<file path="src/rtl/bist_pkg.sv">
// Constants and types shared by the LBIST pattern generator, MISR and signature comparator.
package bist_pkg;

    typedef enum logic [1:0] {
        IDLE = 2'd0,
        RUN  = 2'd1,
        DONE = 2'd2
    } bist_state_t;

    localparam int unsigned DEFAULT_BITS = 8;

    // x^8 + x^4 + x^3 + x^2 + 1
    localparam logic [DEFAULT_BITS-1:0] POLY_DEFAULT = 8'h1D;
    localparam logic [DEFAULT_BITS-1:0] SEED_DEFAULT = 8'h00;

endpackage

</file>
<file path="src/rtl/misr_core.sv">
// MISR datapath: seed load, shift/XOR compaction of one word, otherwise hold.
module misr_core #(
    parameter int unsigned     BITS = 8,
    parameter logic [BITS-1:0] POLY = 8'h1D,
    parameter logic [BITS-1:0] SEED = '0
) (
    input  logic            clk,
    input  logic            rst_n,
    input  logic            load,
    input  logic            shift,
    input  logic [BITS-1:0] d,
    output logic [BITS-1:0] sig
);

    logic [BITS-1:0] next_sig;

    // Galois-style step: shift left, fold the MSB back through the taps, absorb the word.
    always_comb begin
        next_sig = {sig[BITS-2:0], 1'b0} ^ (sig[BITS-1] ? POLY : '0) ^ d;
    end

    always_ff @(posedge clk or negedge rst_n) begin
        if (!rst_n) begin
            sig <= SEED;
        end else if (load) begin
            sig <= SEED;
        end else if (shift) begin
            sig <= next_sig;
        end
    end

endmodule

</file>
<file path="src/rtl/bist_misr.sv">
// LBIST MISR with session control (IDLE/RUN/DONE) feeding the signature comparator.
// Optional BIST_XMASK_EN adds an x_mask port that zeroes unknown response bits before compaction.
module bist_misr
    import bist_pkg::*;
#(
    parameter int unsigned     BITS         = 8,
    parameter logic [BITS-1:0] POLY         = BITS'(POLY_DEFAULT),
    parameter logic [BITS-1:0] SEED         = BITS'(SEED_DEFAULT),
    parameter int unsigned     NUM_PATTERNS = 255
) (
    input  logic            clk,
    input  logic            rst_n,
    input  logic            start,
    input  logic            d_valid,
    input  logic [BITS-1:0] d_in,
`ifdef BIST_XMASK_EN
    input  logic [BITS-1:0] x_mask,
`endif
    output logic            busy,
    output logic            done,
    output logic [BITS-1:0] sig
);

    localparam int unsigned   CW   = $clog2(NUM_PATTERNS + 1);
    localparam logic [CW-1:0] LAST = CW'(NUM_PATTERNS - 1);

    bist_state_t     state;
    logic [CW-1:0]   count;
    logic            load_c;
    logic            shift_c;
    logic [BITS-1:0] data_c;

    // Start is only honoured outside RUN; a beat arriving with start is never compacted.
    always_comb begin
        load_c  = (state != RUN) && start;
        shift_c = (state == RUN) && d_valid;
`ifdef BIST_XMASK_EN
        data_c  = d_in & ~x_mask;
`else
        data_c  = d_in;
`endif
    end

    // Session FSM with beat counter; busy/done registered alongside the state.
    always_ff @(posedge clk or negedge rst_n) begin
        if (!rst_n) begin
            state <= IDLE;
            count <= '0;
            busy  <= 1'b0;
            done  <= 1'b0;
        end else begin
            case (state)
                IDLE, DONE: begin
                    if (start) begin
                        state <= RUN;
                        count <= '0;
                        busy  <= 1'b1;
                        done  <= 1'b0;
                    end
                end
                RUN: begin
                    if (d_valid) begin
                        if (count == LAST) begin
                            state <= DONE;
                            busy  <= 1'b0;
                            done  <= 1'b1;
                        end else begin
                            count <= count + CW'(1);
                        end
                    end
                end
                default: begin
                    state <= IDLE;
                    count <= '0;
                    busy  <= 1'b0;
                    done  <= 1'b0;
                end
            endcase
        end
    end

    misr_core #(
        .BITS (BITS),
        .POLY (POLY),
        .SEED (SEED)
    ) u_core (
        .clk   (clk),
        .rst_n (rst_n),
        .load  (load_c),
        .shift (shift_c),
        .d     (data_c),
        .sig   (sig)
    );

endmodule

</file>
<file path="config.mk">
export PLATFORM = sky130hd
export DESIGN_NAME = bist_misr
export DESIGN_NICKNAME = d
export VERILOG_FILES = /design/src/rtl/bist_pkg.sv /design/src/rtl/misr_core.sv /design/src/rtl/bist_misr.sv
export SDC_FILE = /design/constraint.sdc
export NUM_CORES = 1
export LEC_CHECK = 0
export ABC_CLOCK_PERIOD_IN_PS = 1700
export CORE_UTILIZATION = 35
export CTS_CLUSTER_SIZE = 28
export DETAILED_ROUTE_END_ITERATION = 6
export SYNTH_ARGS = -nofsm -noshare
export SYNTH_HDL_FRONTEND = slang
export SYNTH_HIERARCHICAL = 1
export SYNTH_SLANG_ARGS = --single-unit
</file>
<file path="constraint.sdc">
create_clock -name clk -period 1.7 [get_ports clk]
set_clock_uncertainty 0.05 [all_clocks]
set_input_delay 0.17 -clock clk [delete_from_list [all_inputs] [get_ports clk]]
set_output_delay 0.17 -clock clk [all_outputs]
set_load 0.05 [all_outputs]
</file>
==> impl_metrics.py, run 1 <==
metrics = {
    "run_status": {
        "status": "complete, no violations",
    },
    "setup_path": {
        "crit_chain": "nand2b_1 -> buf_4 -> nor2_2 -> buf_4 -> nor2_1 -> a211oi_1",
        "r2r_cells": 6,
        "path_max_fanout": 10,
        "r2r-start": "done",
        "r2r_end": "u_core/sig[6]",
        "r2r_slack_ns": 0.17,
        "slowest_stage": "dfrtp_1",
        "worstPathRequired_ns": 1.87,
        "cp_data_arrival_time_ns": 1.70,
        "crit_top_cell": "buf_4",
        "crit_end": "u_core/sig[6]",
        "crit_type": "flip-flop to flip-flop",
        "startpoint": "done",
        "cp_slowest_stage_delay_ns": 0.44,
        "endpoint_kind": "flip-flop",
        "worstSetupStartpointType": "flip-flop",
    },
    "power": {
        "ir_drop_mv": 0.880,
        "switching_share": 0.451,
        "p_sw_w": 0.000875,
        "p_comb_frac": 0.480,
        "p_leak_nw": 0.583,
        "p_clk_frac": 0.125,
        "powerDensity_nw_per_um2": 1470,
        "pwr-share-seq": 0.396,
        "power.internal_w": 0.00106,
    },
    "timing": {
        "max_freq_ghz": 0.654,
        "worst_slew_pin_slew_ns": 0.391,
        "rsz0062_at_grt": "false",
        "relSlewSlack": 0.739,
        "finalCritPeriodShare": 0.900,
        "setup_ws_ns": 0.170,
        "setup_violations": 0,
        "period_needed_ns": 1.53,
        "final-hold-violation-count": 0,
        "drv_slew": 0,
        "final.setup.tns_ns": 0,
    },
    "clock_tree": {
        "cts_buffers": 3,
        "clk_pin_slew_ns": 0.12,
        "insertion_delay_ns": 0.31,
        "postCtsSetupBuffers": 0,
        "cts_tree": "yes",
        "cts_sinks": 19,
        "cts_hold_buf": 0,
        "htreeDepth": 1,
        "root_buffer": "clkbuf_4",
        "cts_buffer_depth": 2,
        "post_cts_resize_count": 0,
    },
    "yosys": {
        "synth_warnings": 6,
        "ys_top_cells_by_count": "dfrtp_1, nor2_1, inv_1, nand2_1",
        "synth-async-reset-ratio": 1.00,
        "ys_seq_area_frac": 0.460,
        "synth_area_leaders": "dfrtp_1, nor2_1, xnor2_1",
        "synthDistinctLibCells": 35,
        "ys_ff_latch": 19,
        "synth-main-ff-cell": "dfrtp_1",
        "synth_area_per_cell_um2": 9.75,
        "syn_area_um2": 1030,
        "yosysTopAreaCell": "dfrtp_1",
        "syn_inst": 106,
        "synth_nets": 120,
        "synth_most_common_cell": "dfrtp_1",
        "synth_edf_count": 0,
        "synth_top_cell_area_share": 0.460,
    },
    "die": {
        "start_util": 0.372,
        "top_level_ports": 22,
        "fp.coreArea_um2": 2780,
        "rows": 19,
        "die_area_um2": 3170,
        "die_w_um": 56.3,
        "fp.dieH_um": 56.3,
    },
    "routing": {
        "first_pass_iters": 4,
        "drc": 0,
        "drt-total-wl_um": 2190,
        "ant_nets": 0,
        "vias_per_cell": 5.55,
        "via_count": 916,
        "wl_per_cell_um": 13.3,
        "drt_iter0_markers": 11,
    },
    "layout": {
        "drive_above_1_share": 0.187,
        "syn2layout_area_growth_pct": 27.6,
        "nets": 149,
        "antennaDiodeCount": 0,
    },
    "place": {
        "dp_hpwl_um": 1610,
        "gp_congestion": 0.839,
        "dp_slack_ns": 0.182,
        "port_buffers": 21,
    },
    "grt": {
        "grt_util_all_layers": 0.151,
        "grt_max_degree": 20,
        "grt_pass1_vias": 840,
        "gr-usage-met1": 0.192,
        "busiest_layer": "met2",
        "globalRouteMet3Util": 0.0253,
        "grt_pass1_wl_um": 3700,
        "overflow": 0,
        "grt_util_met2": 0.238,
        "antenna_found_initial": 0,
    },
    "flow_run": {
        "cap_violations": 0,
    },
    "min_path": {
        "hold_class": "input port to async pin",
    },
}
placed cells by master, fill, tap and decap left out, drive strengths merged, types with 4 or more instances in the layout:
cell / n
a21oi: 5
nor2: 13
o21ai: 4
buf: 16
xnor2: 5
nand3: 5
inv: 6
nor3: 4
clkdlybuf4s50: 11
a211oi: 5
nand2: 6
dfrtp: 19
cells by family after synthesis:
kind of cell / count (synthesis) / share of synthesized area
AND/OR/NAND/NOR: 37 / 0.178
flip-flops: 19 / 0.460
AO/OA/AOI/OAI: 28 / 0.189
multiplexers: 3 / 0.0291
buffers and inverters: 9 / 0.0375
XOR/XNOR: 8 / 0.0823
adder cells (fa/ha/maj): 2 / 0.0242
registers in the layout, summed over array words and instances (netlist names):
name        cells
state           1
busy            1
u_core/sig      8
done            1
count           8
layout make-up:
cell class,count,area (um2)
clock inverter,1,7.51
clock buffer,3,22.5
inverter,6,22.5
multi-input combinational,78,522
fill,275,1460
timing repair buffer,27,230
sequential,19,475
tap,31,38.8
stage by stage:
stage | instances | power (W) | util | hold WS (ns) | instance area (um2)
2_1_floorplan | 106 | 0.00142 | - | -0.176 | 1040
3_3_place_gp | 161 | 0.00170 | 0.463 | 0.451 | 1290
3_5_place_dp | 161 | 0.00171 | 0.463 | 0.452 | 1290
4_1_cts | 165 | 0.00196 | 0.474 | 0.140 | 1320
5_1_grt | 165 | 0.00206 | 0.474 | 0.130 | 1320
6_report | 165 | 0.00194 | 0.474 | 0.131 | 1320
power groups by stage:
| stage | Sequential [W] | Clock [W] | Combinational, W |
|---|---|---|---|
| 2_1_floorplan | 0.00106 | 0 | 0.000357 |
| 3_3_place_gp | 0.000772 | 0 | 0.000929 |
| 3_5_place_dp | 0.000777 | 0 | 0.000934 |
| 4_1_cts | 0.000768 | 0.000251 | 0.000937 |
| 5_1_grt | 0.000792 | 0.000275 | 0.000998 |
| 6_report | 0.000767 | 0.000241 | 0.000930 |
critical path, delay by kind of cell (launching register included):
family                 cells  cell delay [ns]
buffers and inverters      2             0.36
flip-flops                 1             0.44
AO/OA/AOI/OAI              1             0.22
AND/OR/NAND/NOR            3             0.38
worst min-delay path by stage:
stage                               end  slack, ns  cells after the start
after global routing      u_core/sig[1]       0.13                      2
after detailed placement       count[6]       0.45                      1
after floorplan                    busy      -0.18                      0
after global placement         count[6]       0.45                      1
after CTS                 u_core/sig[1]       0.14                      2
final                     u_core/sig[1]       0.13                      2
layer usage:
layer	routed length (um)	vias up
li1	-	437
met4	44	0
met1	1010	442
met2	999	33
met3	140	4
met5	0	-
Note: power is estimated with default switching activity, not from simulation.
==> inputs of run 2 (changes only) <==
--- a/config.mk
+++ b/config.mk
@@ -6,8 +6,7 @@
 export NUM_CORES = 1
 export LEC_CHECK = 0
 export ABC_CLOCK_PERIOD_IN_PS = 1700
-export CORE_UTILIZATION = 35
-export CTS_CLUSTER_SIZE = 28
+export CORE_UTILIZATION = 34
 export DETAILED_ROUTE_END_ITERATION = 6
 export SYNTH_ARGS = -nofsm -noshare
 export SYNTH_HDL_FRONTEND = slang
==> run 2 against run 1 <==
Effect of this change:
- clock-buffer cell count up 1
- global-route usage shrank 0.71 points
- critical endpoint is now count[5]
- highest routed layer unchanged
- register-to-register slack about the same
- worst hold slack improved by 0.025 ns
- the run now ends with DRC left
- first-iteration DRC count grew to 3.0 times the previous value
- routed wire length is 1.9% lower
- sequential power barely moved
- core utilization shrank 0.93 points
==> impl_metrics.py, run 2 (synthesized netlist as in run 1, its figures left out) <==
metrics = {
    "setup_path": {
        "worstSetupStartpointType": "flip-flop",
        "endpoint_kind": "flip-flop",
        "cp_data_arrival_time_ns": 1.66,
        "worstPathRequired_ns": 1.84,
        "crit_type": "flip-flop to flip-flop",
        "path_max_fanout": 4,
    },
    "clock_tree": {
        "cts_buffers": 3,
        "htreeDepth": 1,
        "cts_hold_buf": 0,
        "cts_buffer_depth": 2,
        "insertion_delay_ns": 0.29,
        "post_cts_resize_count": 0,
        "postCtsSetupBuffers": 0,
        "cts_sinks": 19,
        "clk_pin_slew_ns": 0.11,
        "cts_tree": "yes",
        "root_buffer": "clkbuf_4",
    },
    "layout": {
        "drive_above_1_share": 0.179,
        "nets": 149,
        "syn2layout_area_growth_pct": 27.2,
        "final_common_cell": "dfrtp_1",
        "fin_area_um2": 1320,
        "fill_cells": 284,
        "final_cell_mix": "dfrtp_1, buf_4, nor2_1, clkdlybuf4s50_1",
        "reg_top3": "count: 8 flops, u_core/sig: 8 flops",
        "antennaDiodeCount": 0,
    },
    "place": {
        "gp_congestion": 0.858,
        "post_dp_cell_area_um2": 1290,
        "port_buffers": 21,
        "dp_hpwl_um": 1620,
    },
    "timing": {
        "final-hold-violation-count": 0,
        "finalCritPeriodShare": 0.895,
        "worst_slew_pin_slew_ns": 0.357,
        "setup_violations": 0,
        "relSlewSlack": 0.762,
        "drv_slew": 0,
        "max_freq_ghz": 0.657,
        "period_needed_ns": 1.52,
        "rsz0062_at_grt": "false",
        "final.setup.tns_ns": 0,
    },
    "power": {
        "pwr-share-seq": 0.398,
        "p_leak_nw": 0.584,
        "switching_share": 0.446,
        "p_sw_w": 0.000858,
        "power.internal_w": 0.00107,
        "powerDensity_nw_per_um2": 1460,
        "p_comb_frac": 0.484,
        "ir_drop_mv": 0.447,
        "p_clk_frac": 0.117,
        "power.total_w": 0.00192,
    },
    "routing": {
        "ant_nets": 0,
        "first_pass_iters": 6,
        "via_count": 887,
        "vias_per_cell": 5.38,
        "drt_iter0_markers": 33,
        "wl_per_cell_um": 13.0,
        "drt-total-wl_um": 2150,
        "drc": 6,
    },
    "run_status": {
        "violations": "DRC",
        "status": "complete, but fails checks",
    },
    "die": {
        "top_level_ports": 22,
        "rows": 19,
        "die_area_um2": 3260,
        "die_w_um": 57.1,
        "start_util": 0.365,
        "fp.coreArea_um2": 2830,
        "fp.dieH_um": 57.1,
    },
    "grt": {
        "grt_max_degree": 20,
        "grt_pass1_vias": 858,
        "antenna_found_initial": 0,
        "grt_pass1_wl_um": 3660,
        "grt_util_all_layers": 0.144,
        "overflow": 0,
    },
    "flow_run": {
        "cap_violations": 0,
    },
    "min_path": {
        "hold_class": "input port to async pin",
    },
}
-- run 2: cell count changes in the layout (fill, tap and decap cells not counted), sizes merged --
cell      delta
clkbuf       +1
clkinvlp     -1
-- run 2: power by group through the flow --
stage	Combinational, W	Sequential, W	Clock [W]
after detailed placement	0.000931	0.000780	0
after global routing	0.00101	0.000793	0.000265
after floorplan	0.000357	0.00106	0
final	0.000932	0.000766	0.000226
after CTS	0.000936	0.000771	0.000234
after global placement	0.000928	0.000773	0
-- run 2: path summary, 6_finish.rpt --
kind / start / end / slack, ns / cells past startpoint
hold / removal: rst_n / u_core/sig[1] / 0.16 / 2
hold reg to reg: count[6] / count[6] / 0.47 / 1
setup / recovery: count[0] / count[5] / 0.18 / 6
min in group clk: count[6] / count[6] / 0.47 / 1
setup reg to reg: count[0] / count[5] / 0.18 / 6
max in group asynchronous: rst_n / busy / 1.24 / 2
-- run 2: layout make-up --
type	instances	area [um2]	area share
tap	31	38.8	0.0295
sequential	19	475	0.362
multi-input combinational	78	522	0.397
inverter	6	22.5	0.0171
clock buffer	4	26.3	0.0200
timing repair buffer	27	230	0.175
-- run 2: through the flow --
step	hold WS, ns	setup slack [ns]	util	cells
2_1_floorplan	-0.176	0.00693	-	106
3_3_place_gp	0.456	0.205	0.456	161
3_5_place_dp	0.459	0.187	0.456	161
4_1_cts	0.163	0.176	0.465	165
5_1_grt	0.147	0.0358	0.465	165
6_report	0.155	0.179	0.465	165
-- run 2: per-layer routing --
metal	vias to the layer above	wire, um	global-route usage
li1	439	-	-
met1	425	1010	0.179
met2	21	1010	0.245
met3	2	116	0.0340
met4	0	13	0.0488
met5	-	0	0
-- run 2: critical path, stage by stage (launching register included) --
cell and delay (ns):
dfrtp_1 0.44, inv_1 0.07, ha_1 0.13, nand3_1 0.13
o21a_1 0.24, and3_1 0.17, o22a_1 0.18
==> inputs of run 3 (changes only) <==
--- a/config.mk
+++ b/config.mk
@@ -8,6 +8,8 @@
 export ABC_CLOCK_PERIOD_IN_PS = 1700
 export CORE_UTILIZATION = 34
 export DETAILED_ROUTE_END_ITERATION = 6
+export GPL_ROUTABILITY_DRIVEN = 0
+export HOLD_SLACK_MARGIN = 0.15
 export SYNTH_ARGS = -nofsm -noshare
 export SYNTH_HDL_FRONTEND = slang
 export SYNTH_HIERARCHICAL = 1
==> run 3 against run 2 <==
Effect of this change:
- the run still ends with DRC left
- sequential share of layout area fell by 0.27 points
- setup slack did not move
- global-route usage did not move
- die area did not move
- worst hold slack improved by 0.32 ns
- cell area rose by 0.76%
- clock-buffer cell count did not move
- fmax did not move
- register-to-register slack barely moved
- routed wire length rose by 0.37%
- via count rose by 0.45%
- clock power barely moved
- critical path type unchanged
- largest cell class unchanged
- highest routed layer unchanged
==> impl_metrics.py, run 3 (synthesized netlist as in run 1, its figures left out) <==
metrics = {
    "timing": {
        "final-hold-violation-count": 0,
        "drv_slew": 0,
        "max_freq_ghz": 0.657,
        "period_needed_ns": 1.52,
        "setup_violations": 0,
        "worst_slew_pin_slew_ns": 0.357,
        "relSlewSlack": 0.762,
        "rsz0062_at_grt": "false",
        "final.setup.tns_ns": 0,
        "finalCritPeriodShare": 0.895,
    },
    "layout": {
        "reg_top3": "count: 8 flops, u_core/sig: 8 flops",
        "final_cell_mix": "dfrtp_1, buf_4, nor2_1, clkdlybuf4s50_1",
        "drive_above_1_share": 0.178,
        "syn2layout_area_growth_pct": 28.2,
        "antennaDiodeCount": 0,
        "final_common_cell": "dfrtp_1",
        "nets": 150,
        "fill_cells": 283,
        "fin_util": 0.468,
    },
    "setup_path": {
        "worstSetupStartpointType": "flip-flop",
        "startpoint": "count[0]",
        "cp_slowest_stage_delay_ns": 0.44,
        "endpoint_kind": "flip-flop",
        "r2r_slack_ns": 0.18,
        "path_max_fanout": 4,
        "path_depth": 6,
        "r2r_end": "count[5]",
        "slowest_stage": "dfrtp_1",
        "worstPathRequired_ns": 1.84,
        "cp_data_arrival_time_ns": 1.66,
        "r2r_cells": 6,
        "crit_chain": "inv_1 -> ha_1 -> nand3_1 -> o21a_1 -> and3_1 -> o22a_1",
        "r2r-start": "count[0]",
        "crit_type": "flip-flop to flip-flop",
        "critPathTopFamily": "flip-flops",
        "cp_num_buf_inv": 1,
    },
    "grt": {
        "grt_pass1_wl_um": 3660,
        "antenna_found_initial": 0,
        "grt_max_degree": 20,
        "grt_pass1_vias": 858,
        "grt_util_all_layers": 0.144,
        "overflow": 0,
    },
    "die": {
        "rows": 19,
        "fp.dieH_um": 57.1,
        "start_util": 0.365,
        "top_level_ports": 22,
        "fp.coreArea_um2": 2830,
        "die_w_um": 57.1,
        "die_area_um2": 3260,
    },
    "routing": {
        "wl_per_cell_um": 13.0,
        "drt_iter0_markers": 36,
        "ant_nets": 0,
        "via_count": 891,
        "first_pass_iters": 6,
        "vias_per_cell": 5.37,
        "drt-total-wl_um": 2160,
        "drc": 6,
    },
    "min_path": {
        "min_path_cells": 1,
        "whs_endpoint": "count[6]",
        "hold_class": "flip-flop to flip-flop",
        "hp-start": "count[6]",
    },
    "clock_tree": {
        "cts_buffer_depth": 2,
        "insertion_delay_ns": 0.29,
        "cts_buffers": 3,
        "root_buffer": "clkbuf_4",
        "cts_tree": "yes",
        "clk_pin_slew_ns": 0.11,
        "cts_sinks": 19,
        "htreeDepth": 1,
    },
    "place": {
        "dp_hpwl_um": 1620,
        "port_buffers": 21,
    },
    "flow_run": {
        "cap_violations": 0,
    },
    "run_status": {
        "violations": "DRC",
        "status": "complete, but fails checks",
    },
    "power": {
        "powerDensity_nw_per_um2": 1450,
        "p_leak_nw": 0.588,
        "ir_drop_mv": 0.446,
    },
}
==> run 3: cell types whose count changed in the layout (fill, tap and decap cells not counted) <==
cell | previous run | this run
dlygate4sd3_1 | 0 | 1
==> run 3: cell type report <==
class                   count  area [um2]  area share
inverters                   6        22.5      0.0170
clock buffers               4        26.3      0.0198
repair buffers             28         240       0.181
multi-input cells          78         522       0.394
flip-flops and latches     19         475       0.359
well taps                  31        38.8      0.0293
==> run 3: how the worst max path moves through the flow <==
stage / endpoint / slack [ns]
after global placement: u_core/sig[2] / 0.21
after CTS: count[5] / 0.18
final: count[5] / 0.18
after global routing: u_core/sig[2] / 0.04
after detailed placement: u_core/sig[2] / 0.19
after floorplan: u_core/sig[3] / 0.007
==> run 3: layer usage <==
metal,vias to the layer above,wire (um),global-route usage
met5,-,0,0
met4,0,13,0.0488
met3,2,110,0.0340
met2,21,1010,0.245
met1,427,1020,0.179
li1,441,-,-
==> run 3: repair_timing <==
action                                 CTS  global route
hold buffers                             0             1
endpoints found under the hold margin    0            19
gates resized for setup                  0             0
setup buffers                            0             0
==> run 3: per-stage QoR <==
stage	hold slack (ns)	power, W	setup WS [ns]	instances	cell area, um2
final	0.473	0.00193	0.179	166	1330
after global routing	0.491	0.00207	0.0358	166	1330
after floorplan	-0.176	0.00142	0.00693	106	1040
after detailed placement	0.459	0.00171	0.187	161	1290
after CTS	0.163	0.00194	0.176	165	1320
after global placement	0.456	0.00170	0.205	161	1290
==> run 3: power breakdown <==
part / total (W) / internal, W / switching (W) / leakage (nW)
Combinational: 0.000934 / 0.000376 / 0.000557 / 0.339
Sequential: 0.000766 / 0.000600 / 0.000166 / 0.234
Clock: 0.000226 / 0.0000912 / 0.000135 / 0.0150
Total: 0.00193 / 0.00107 / 0.000859 / 0.588
